### src/rtl/multi_drop_arbiter.sv
// multi_drop_arbiter: round-robin arbiter driving one shared byte bus and one of three destination enables per transfer
module multi_drop_arbiter #(
  parameter int NREQ     = 4,
  parameter int XFER_CYC = 1
) (
  input  logic              clk,
  input  logic              rst_n,
  input  logic [NREQ-1:0]   req,
  input  logic [2*NREQ-1:0] req_dest,
  input  logic [8*NREQ-1:0] req_data,
  output logic [NREQ-1:0]   gnt,
  output logic [7:0]        bus,
  output logic              ena,
  output logic              enb,
  output logic              enc,
  output logic              busy,
  output logic              err
);
  localparam int IW = (NREQ > 1) ? $clog2(NREQ) : 1;
  typedef enum logic [1:0] {IDLE, XFER, GAP} state_t;
  state_t          state, nstate;
  logic [3:0]      cnt, ncnt;
  logic [IW-1:0]   last, sel, c, nwin;
  logic [7:0]      dat, ndat, bus_d;
  logic [1:0]      dst, ndst;
  logic [NREQ-1:0] gnt_d;
  logic            found, take, fin, ena_d, enb_d, enc_d, err_d;
  always_comb begin
    found = 1'b0;
    sel   = last;
    c     = '0;
    for (int k = 1; k <= NREQ; k++) begin
      c = IW'((int'(last) + k) % NREQ);
      if (!found && req[c]) begin
        found = 1'b1;
        sel   = c;
      end
    end
    take = (state == IDLE) && found;
    nwin = take ? sel : last;
    ndat = take ? req_data[8*sel +: 8] : dat;
    ndst = take ? req_dest[2*sel +: 2] : dst;
  end
  always_comb begin
    nstate = (state == IDLE) ? (found ? XFER : IDLE) :
             (state == XFER) ? ((cnt == 4'd0) ? GAP : XFER) : IDLE;
    ncnt   = take ? 4'(XFER_CYC - 1) :
             ((state == XFER) && (cnt != 4'd0)) ? cnt - 4'd1 : cnt;
  end
  // outputs are computed one edge early so every port comes straight from a flop
  always_comb begin
    fin   = (nstate == XFER) && (ncnt == 4'd0);
    bus_d = (nstate == XFER) ? ndat : 8'h00;
    ena_d = (nstate == XFER) && (ndst == 2'd0);
    enb_d = (nstate == XFER) && (ndst == 2'd1);
    enc_d = (nstate == XFER) && (ndst == 2'd2);
    gnt_d = fin ? (NREQ'(1) << nwin) : '0;
    err_d = fin && (ndst == 2'd3);
  end
  always_ff @(posedge clk or negedge rst_n) begin
    if (!rst_n) begin
      state <= IDLE;
      cnt   <= 4'd0;
      last  <= IW'(NREQ - 1);
      dat   <= 8'h00;
      dst   <= 2'd0;
      gnt   <= '0;
      bus   <= 8'h00;
      ena   <= 1'b0;
      enb   <= 1'b0;
      enc   <= 1'b0;
      busy  <= 1'b0;
      err   <= 1'b0;
    end else begin
      state <= nstate;
      cnt   <= ncnt;
      last  <= nwin;
      dat   <= ndat;
      dst   <= ndst;
      gnt   <= gnt_d;
      bus   <= bus_d;
      ena   <= ena_d;
      enb   <= enb_d;
      enc   <= enc_d;
      busy  <= (nstate != IDLE);
      err   <= err_d;
    end
  end
endmodule

### config.mk
export PLATFORM = sky130hd
export DESIGN_NAME = multi_drop_arbiter
export DESIGN_NICKNAME = d
export VERILOG_FILES = /design/src/rtl/multi_drop_arbiter.sv
export SDC_FILE = /design/constraint.sdc
export NUM_CORES = 1
export LEC_CHECK = 0
export CAP_MARGIN = 0
export CORE_MARGIN = 1.5
export CORE_UTILIZATION = 60
export DETAILED_ROUTE_END_ITERATION = 6
export DONT_BUFFER_PORTS = 1
export GPL_ROUTABILITY_DRIVEN = 0
export GPL_TIMING_DRIVEN = 1
export PLACE_DENSITY = 0.75
export SLEW_MARGIN = 40
export SYNTH_ARGS = -nofsm -noshare
export SYNTH_HDL_FRONTEND = slang
export SYNTH_SLANG_ARGS = --single-unit
### constraint.sdc
create_clock -name clk -period 2.52 [get_ports clk]
set_input_delay 0.126 -clock clk [delete_from_list [all_inputs] [get_ports clk]]
set_output_delay 0.126 -clock clk [all_outputs]
set_load 0.1 [all_outputs]
### Yosys cells after proc, flatten, opt, wreduce, memory -nomap -nowiden

Cells that the tools add are included.

| word-level totals | value |
|---|---|
| bits in registers | 35 |
| output and inout bits | 17 |
| latch bits | 0 |
| memory bits (read-only) | 0 |
| bits in writable memories | 0 |
| memories | 0 |
| logic and storage cells | 75 |
| input port bits | 46 |

| cells by class | value |
|---|---|
| reduce and logical (&&, ||, !) cells | 19 |
| magnitude comparators | 4 |
| equality and inequality tests | 5 |
| multipliers | 0 |
| divide/modulo/power cells | 0 |
| mux-type cells | 27 |
| bitwise logic cells | 0 |
| $add $sub $neg | 5 |
| shift operators | 3 |

Operators by type and width:

| cell | number |
|---|---|
| indexed part select 32 x 6 -> 8 bit | 1 |
| two-way mux 2 bit | 9 |
| two-way mux 8 bit | 2 |
| < comparator 2 x 3 -> 1 bit, second input constant | 4 |
| two-way mux 4 bit | 3 |
| logical AND 1 bit | 10 |
| two-way mux 1 bit | 9 |
| binary-select mux 1 bit (select 2 bit) | 4 |
| zero test 4 bit | 2 |
| indexed part select 8 x 4 -> 2 bit | 1 |
| equality test 2 x 1 -> 1 bit, second input constant | 3 |
| adder 2 x 1 -> 2 bit, second input constant | 2 |
| adder 2 bit, second input constant | 2 |
| equality test 2 bit, second input constant | 2 |
| zero test 2 bit | 2 |
| nonzero test 4 bit | 1 |
| << shifter 1 x 2 -> 4 bit, first input constant | 1 |
| subtractor 4 x 1 -> 4 bit, second input constant | 1 |
| zero test 1 bit | 3 |
| nonzero test 2 bit | 1 |

### Logic depth before layout (Yosys ltp)

Gate-level depths: netlist of run 1.

| logic depth | value |
|---|---|
| depth in word-level cells | 18 |
| mapped depth | 8 |
| gate-level depth less buffers | 8 |

### Worst setup path after synthesis of run 1

No wires, ideal clock.

| path | value |
|---|---|
| path kind | register to register |
| start | register last[0] |
| end | register dat[1] |
| path buffers | 1 |
| data required time | 2396 ps |
| period minus slack after synthesis | 1883 ps |
| arrival | 1759 ps |
| setup slack | 637 ps |
| library setup time | 124 ps |
| cell stages (with the launch flop) | 8 |
| cell sequence | dfstp_2 nor2b_1 o21a_2 nor3_4 buf_4 mux2i_1 nor2_1 a211o_1 |

| on the way | value |
|---|---|
| word-level cells in the longest chain between the ends | 15 |
| elaborated cells on any way between the ends | 29 |
| those cells by class | add/sub (4); shift (1); mux (17); reduce/logical (7) |

Ends and longest elaborated chain:

| what | RTL line | RTL |
|---|---|---|
| from (decl) | 23 | `logic [IW-1:0] last, sel, c, nwin;` |
| from (signal assigned) | 64 | `last <= IW'(NREQ - 1);` |
| from (signal assigned) | 77 | `last <= nwin;` |
| adder 2 x 1 -> 2 bit | 33 | `c = IW'((int'(last) + k) % NREQ);` |
| binary-select mux 1 bit (select 2 bit) | 34 | `if (!found && req[c]) begin` |
| two-way mux 1 bit (implied by the code) | 34 |  |
| two-way mux 1 bit | 34 |  |
| zero test 1 bit | 34 |  |
| logical AND 1 bit | 34 |  |
| two-way mux 1 bit | 34 |  |
| zero test 1 bit | 34 |  |
| logical AND 1 bit | 34 |  |
| two-way mux 1 bit | 34 |  |
| zero test 1 bit | 34 |  |
| logical AND 1 bit | 34 |  |
| two-way mux 2 bit or two-way mux 1 bit (tied branches) | 34 |  |
| indexed part select 32 x 6 -> 8 bit or logical AND 1 bit (tied branches) | 41, 39 |  |
| two-way mux 8 bit (*) | 41 | `ndat = take ? req_data[8*sel +: 8] : dat;` |
| via ndat[1] | 24 | `logic [7:0] dat, ndat, bus_d;` |
| to (signal assigned) | 78 | `dat <= ndat;` |
| to (decl) | 24 |  |

The timed path passes the listed nets; every way through them passes the cells marked *. The select of a mux whose other input is x is not followed.

### Worst setup path after layout of run 1

| path | value |
|---|---|
| start | register last[0] |
| end | register dat[7] |

Same word-level chain as after synthesis.

==> flow_summary.ini, run 1 <==
[outcome]
status = finished with violations
failed_checks = DRC

[logic_synthesis]
yosysMostFrequentCell = dfrtp_1
synth-edff-count = 0
ys_seq_area_share_pct = 48.08
synth_top_area_share_pct = 45.21
async_reset_ff_share_pct = 100.0
synth_cell_types = 46
synthCells = 176
synthTopCellsByArea = dfrtp_1 (45%), mux2i_1 (10%), nor2_1 (3.5%), mux2_2 (3.1%), dfstp_2 (2.9%)
yosys-top-cells-count = dfrtp_1 (33), mux2i_1 (19), nor2_1 (17)
synth_seq_cells = 35
syn_nets = 224
synth_area_um2 = 1827
yosysWarningCount = 0
post-synth-top-area-cell = dfrtp_1
avgSynthCellArea_um2 = 10.38
synth_flop_cell = dfrtp_1

[clock_tree]
clk_pin_slew_ns = 0.10
cts_buffer_depth = 2
numCtsBuffers = 5
cts_resized = 0
cts_root_buf = clkbuf_4
cts_hold_buffers = 2
h-tree-depth = 2
postCtsSetupBuffers = 0
clk_latency_ns = 0.32
clock-sinks = 35
tritoncts = yes

[global_route]
antenna_found_initial = 0
grt_pass1_wl_mm = 5.789
grt_pass1_vias = 1353
overflow = 0
track_usage_pct = 23.04
grt_max_degree = 36

[final_layout]
final_nets = 231
diodes = 0
drive_above_1_share_pct = 17.39
syn_to_final_growth_pct = 8.493

[route]
vias_per_cell = 6.363
wl_per_cell_um = 16.19
drc = 4
route.vias.total = 1368
drt-initial-drc-count = 69
ant_nets = 0
drtPass1Iterations = 7
routed_wl_mm = 3.480

[sta]
rsz0062_at_grt = no
fin_tns_setup_ns = 0
fin_crit_sh_pct = 84.63
hold_viol = 0
drv_slew = 0
setup_viol = 0
slew_headroom_pct = 41.61
period_minus_slack_ns = 2.133
fin_skew_ns = 0.005551
clock.fmax_mhz = 468.9
worstMarginPinSlew_ns = 0.8764

[floorplan]
core_um2 = 2829
die_height_um = 58.18
die_w_um = 58.18
start_util_pct = 64.57
fp.dieArea_um2 = 3384
num_rows = 19
ioPinCount = 63

[min_path]
holdPathStages = 3
hold_path_class = in -> reg
worstHoldStart = req_data[9]
hold_path_end = dat[1]

[critical_path]
worstSetupPathType = reg -> reg
required_ns = 2.74
rrSetupSlack_ns = 0.39
cp-end-kind = flip-flop
timing.rr.end = dat[7]
start_kind = flip-flop
r2r_start = last[0]
cp_max_fo = 16
rr_worst_depth = 7
arrival_ns = 2.35

[place]
io_buffers = 0
post-dp-hpwl_mm = 2.547

[run]
maxCapViolCount = 0
==> routing by layer <==
layer  vias to the layer above  share of wire [%]  global-route usage [%]
met3                        10                5.8                   5.580
met4                         0                2.6                   11.30
met5                         -                  0                       0
met1                       661                 41                   25.84
li1                        643                  -                       -
met2                        54                 51                   40.75
==> worst max-delay path by stage <==
stage                     slack [ns]     from     end  cells after the start
after global routing            0.31  last[0]  bus[6]                      7
after detailed placement        0.40  last[0]  dat[7]                      7
after CTS                       0.39  last[0]  dat[6]                      7
final                           0.39  last[0]  dat[7]                      7
after global placement          0.49  last[0]  dat[7]                      7
after floorplan                 0.64  last[0]  dat[1]                      7
==> worst max-delay path: stages, from the launching register on <==
cell	delay [ns]
dfstp_2	0.56
nor2b_1	0.06
o21a_2	0.25
nor3_4	0.35
buf_12	0.22
mux2i_1	0.25
nor2_1	0.07
a211o_1	0.27
==> kinds of logic after synthesis <==
group	count (synthesis)	share of synthesized area, %
AO/OA/AOI/OAI	41	15.41
XOR/XNOR	1	0.4795
adder cells (fa/ha/maj)	2	1.370
buffers and inverters	12	3.150
flip-flops	35	48.08
multiplexers	24	13.49
AND/OR/NAND/NOR	61	18.01
==> sequential cells by signal, indices dropped and copies added (netlist names) <==
signal	cells
enc	1
bus	8
last	2
cnt	4
err	1
state	2
enb	1
gnt	4
dat	8
busy	1
dst	2
ena	1
==> layout by cell type, fill, tap and decap left out, drive strengths merged, types with 2 or more instances in the layout <==
master and n:
and3 2, a21oi 7, o22ai 3, nor3b 3, nor2 17, nand2 14
clkbuf 8, or2 3, nor2b 4, a211o 6, nor3 6, and2 3
mux2 5, ha 2, dfstp 2, a211oi 3, o31a 2, buf 7
inv 4, o21ai 11, nand2b 3, a22o 3, dfrtp 33, mux2i 19
==> final cells by class <==
type | instances | area, um2
fillers | 242 | 847.1
flip-flops and latches | 35 | 880.8
repair buffers | 8 | 87.58
multi-input cells | 129 | 890.9
well taps | 31 | 38.79
inverters | 4 | 15.01
clock buffers | 8 | 68.82
==> stage by stage <==
| stage | instance area [um2] | util [%] | cells | setup WS (ns) | hold WS (ns) |
|---|---|---|---|---|---|
| 5_1_grt | 1982 | 70.06 | 215 | 0.3098 | 0.08416 |
| 4_1_cts | 1981 | 70.01 | 215 | 0.3903 | 0.05439 |
| 3_3_place_gp | 1881 | 66.48 | 205 | 0.4874 | -0.1690 |
| 6_report | 1982 | 70.06 | 215 | 0.3872 | 0.07704 |
| 3_5_place_dp | 1882 | 66.52 | 205 | 0.4041 | -0.1689 |
| 2_1_floorplan | 1827 | - | 176 | 0.6371 | -0.1696 |
Power of run 1 is left out: the tool's default activity adds up to more than one toggle a clock period on the data nets, which glitch-free logic cannot reach.
==> run 2: changes to the inputs <==
--- a/config.mk
+++ b/config.mk
@@ -7,12 +7,12 @@
 export LEC_CHECK = 0
 export CAP_MARGIN = 0
 export CORE_MARGIN = 1.5
-export CORE_UTILIZATION = 60
+export CORE_UTILIZATION = 56
 export DETAILED_ROUTE_END_ITERATION = 6
 export DONT_BUFFER_PORTS = 1
 export GPL_ROUTABILITY_DRIVEN = 0
 export GPL_TIMING_DRIVEN = 1
-export PLACE_DENSITY = 0.75
+export PLACE_DENSITY = 0.73
 export SLEW_MARGIN = 40
 export SYNTH_ARGS = -nofsm -noshare
 export SYNTH_HDL_FRONTEND = slang
==> constraint.sdc (replaced) <==
create_clock -name clk -period 1.85 [get_ports clk]
set_input_delay 0.0925 -clock clk [delete_from_list [all_inputs] [get_ports clk]]
set_output_delay 0.0925 -clock clk [all_outputs]
set_load 0.1 [all_outputs]
==> run 2 against run 1 <==
The flow finishes with violations (setup timing). Clock-buffer cell count stayed put. Design area is 23% higher. Core utilization increased by 9.2 points. Critical path depth rose by 1. Worst hold slack got worse by 0.032 ns. First-iteration DRC count is 26% lower. Final cell count is 23% higher. Global-route usage is 4.6 points higher.
==> flow_summary.ini, run 2 (synthesis gave the netlist of run 1 again) <==
[clock_tree]
numCtsBuffers = 5
cts_root_buf = clkbuf_4
clk_pin_slew_ns = 0.10
tritoncts = yes
h-tree-depth = 2
cts_buffer_depth = 2
clock-sinks = 35
clk_latency_ns = 0.34

[power]
ir_drop_uv = 1240
total_power_mw = 5.522
power.density_nw_per_um2 = 2264
leakagePower_nw = 1.152

[final_layout]
final_nets = 268
diodes = 0
fillers = 219
final_cell_mix = buf_4 (38), dfrtp_1 (33), nor2_1 (17)
syn_to_final_growth_pct = 33.49
final_common_cell = buf_4
drive_above_1_share_pct = 40.72
top_regs = bus (8), dat (8)
utilization_pct = 79.23

[run]
maxCapViolCount = 0

[critical_path]
critPathCapture = err
start_kind = flip-flop
slowest_delay_ns = 0.58
critical_path.cell_chain = nor2b_2 -> o21a_2 -> nor3_4 -> buf_4 -> mux2i_2 -> buf_4 -> o211ai_1 -> nor3b_2
cp_slowest_cell = dfstp_2
r2r_start = last[0]
required_ns = 2.08
startpoint = last[0]
rr_worst_depth = 8
cp-end-kind = flip-flop
cp_max_fo = 4
crit_top_cell = buf_4
arrival_ns = 2.25
timing.rr.end = err
worstSetupPathType = reg -> reg
rrSetupSlack_ns = -0.17

[global_route]
track_usage_pct = 27.66
grt_pass1_vias = 1603
overflow = 0
grt_pass1_wl_mm = 7.051
grt_max_degree = 36
antenna_found_initial = 0

[route]
vias_per_cell = 5.815
routed_wl_mm = 4.454
wl_per_cell_um = 16.81
route.vias.total = 1541
drtPass1Iterations = 4
ant_nets = 0
drc = 0
drt-initial-drc-count = 51

[place]
io_buffers = 0
post-dp-hpwl_mm = 2.963

[floorplan]
core_um2 = 3078
die_w_um = 60.12
die_height_um = 60.12
num_rows = 20
ioPinCount = 63
start_util_pct = 59.35
fp.dieArea_um2 = 3614

[sta]
hold_viol = 0
slew_headroom_pct = 71.19
worstMarginPinSlew_ns = 0.4314
fin_crit_sh_pct = 109.1
drv_slew = 0
fin_skew_ns = 0.008139
setup_viol = 21
clock.fmax_mhz = 495.5
setup_slack_ns = -0.1680
period_minus_slack_ns = 2.018
rsz0062_at_grt = yes

[min_path]
hold_path_class = in -> reg

[outcome]
failed_checks = setup timing
status = finished with violations
## run 2: cell types whose count changed in the layout (fill, tap and decap cells not counted), sizes merged
| cell | previous run | this run |
|---|---|---|
| buf | 7 | 44 |
## run 2: power by group
| group | leakage, nW | internal [mW] | total [mW] | switching (mW) |
|---|---|---|---|---|
| clock | 0.0386 | 0.224 | 0.471 | 0.247 |
| sequential | 0.444 | 1.11 | 1.28 | 0.176 |
| combinational | 0.669 | 1.47 | 3.77 | 2.30 |
## run 2: what timing repair did
action / 4_1_cts / 5_1_grt
hold buffers: 2 / 0
pin swaps: 4 / 9
resized for setup: 10 / 26
buffers inserted: 7 / 1
gates cloned: 1 / 0
setup endpoints to repair: 21 / 26
endpoints found under the hold margin: 35 / 0
## run 2: worst min-delay path by stage
stage	from	slack (ns)	endpoint	cells past startpoint
global route	req_data[1]	0.05	dat[1]	3
finish	req_data[1]	0.05	dat[1]	3
CTS	req_data[1]	0.03	dat[1]	3
global placement	rst_n	-0.20	enc	0
detailed placement	rst_n	-0.20	ena	0
floorplan	rst_n	-0.20	bus[0]	0
## run 2: cell type report
class	instances	area, um2	share of cell area [%]
clock buffers	8	68.82	2.822
multi-input cells	129	1041	42.69
inverters	4	15.01	0.6157
repair buffers	45	380.4	15.60
well taps	44	55.05	2.258
flip-flops and latches	35	878.3	36.02
## run 2: worst max-delay path: cells and delay by family, from the launching register on
family | cells | cell delay, ns
buffers and inverters | 2 | 0.32
AOI/OAI and AO/OA | 2 | 0.34
DFF | 1 | 0.58
muxes | 1 | 0.24
and+or+nand+nor | 3 | 0.44
## run 2: per-stage QoR
step / setup slack, ns / instances / TNS [ns] / cell area, um2 / hold slack [ns]
2_1_floorplan: 0.006387 / 176 / 0 / 1837 / -0.2031
3_3_place_gp: -0.06641 / 249 / -0.4147 / 2136 / -0.2022
6_report: -0.1680 / 265 / -1.868 / 2439 / 0.04544
5_1_grt: -0.2516 / 265 / -3.589 / 2439 / 0.04946
3_5_place_dp: -0.1616 / 249 / -1.382 / 2136 / -0.2022
4_1_cts: -0.1517 / 267 / -2.664 / 2361 / 0.03005
## run 2: per-layer routing
layer	up-vias	share of wire [%]	wire length, um	track usage (%)
met5	-	0	0	0
met4	0	0.76	34	6.984
met3	4	5.7	252	8.874
met2	60	55	2429	52.95
met1	755	39	1736	28.57
li1	722	-	-	-
Power figures use the tool's default switching activity.
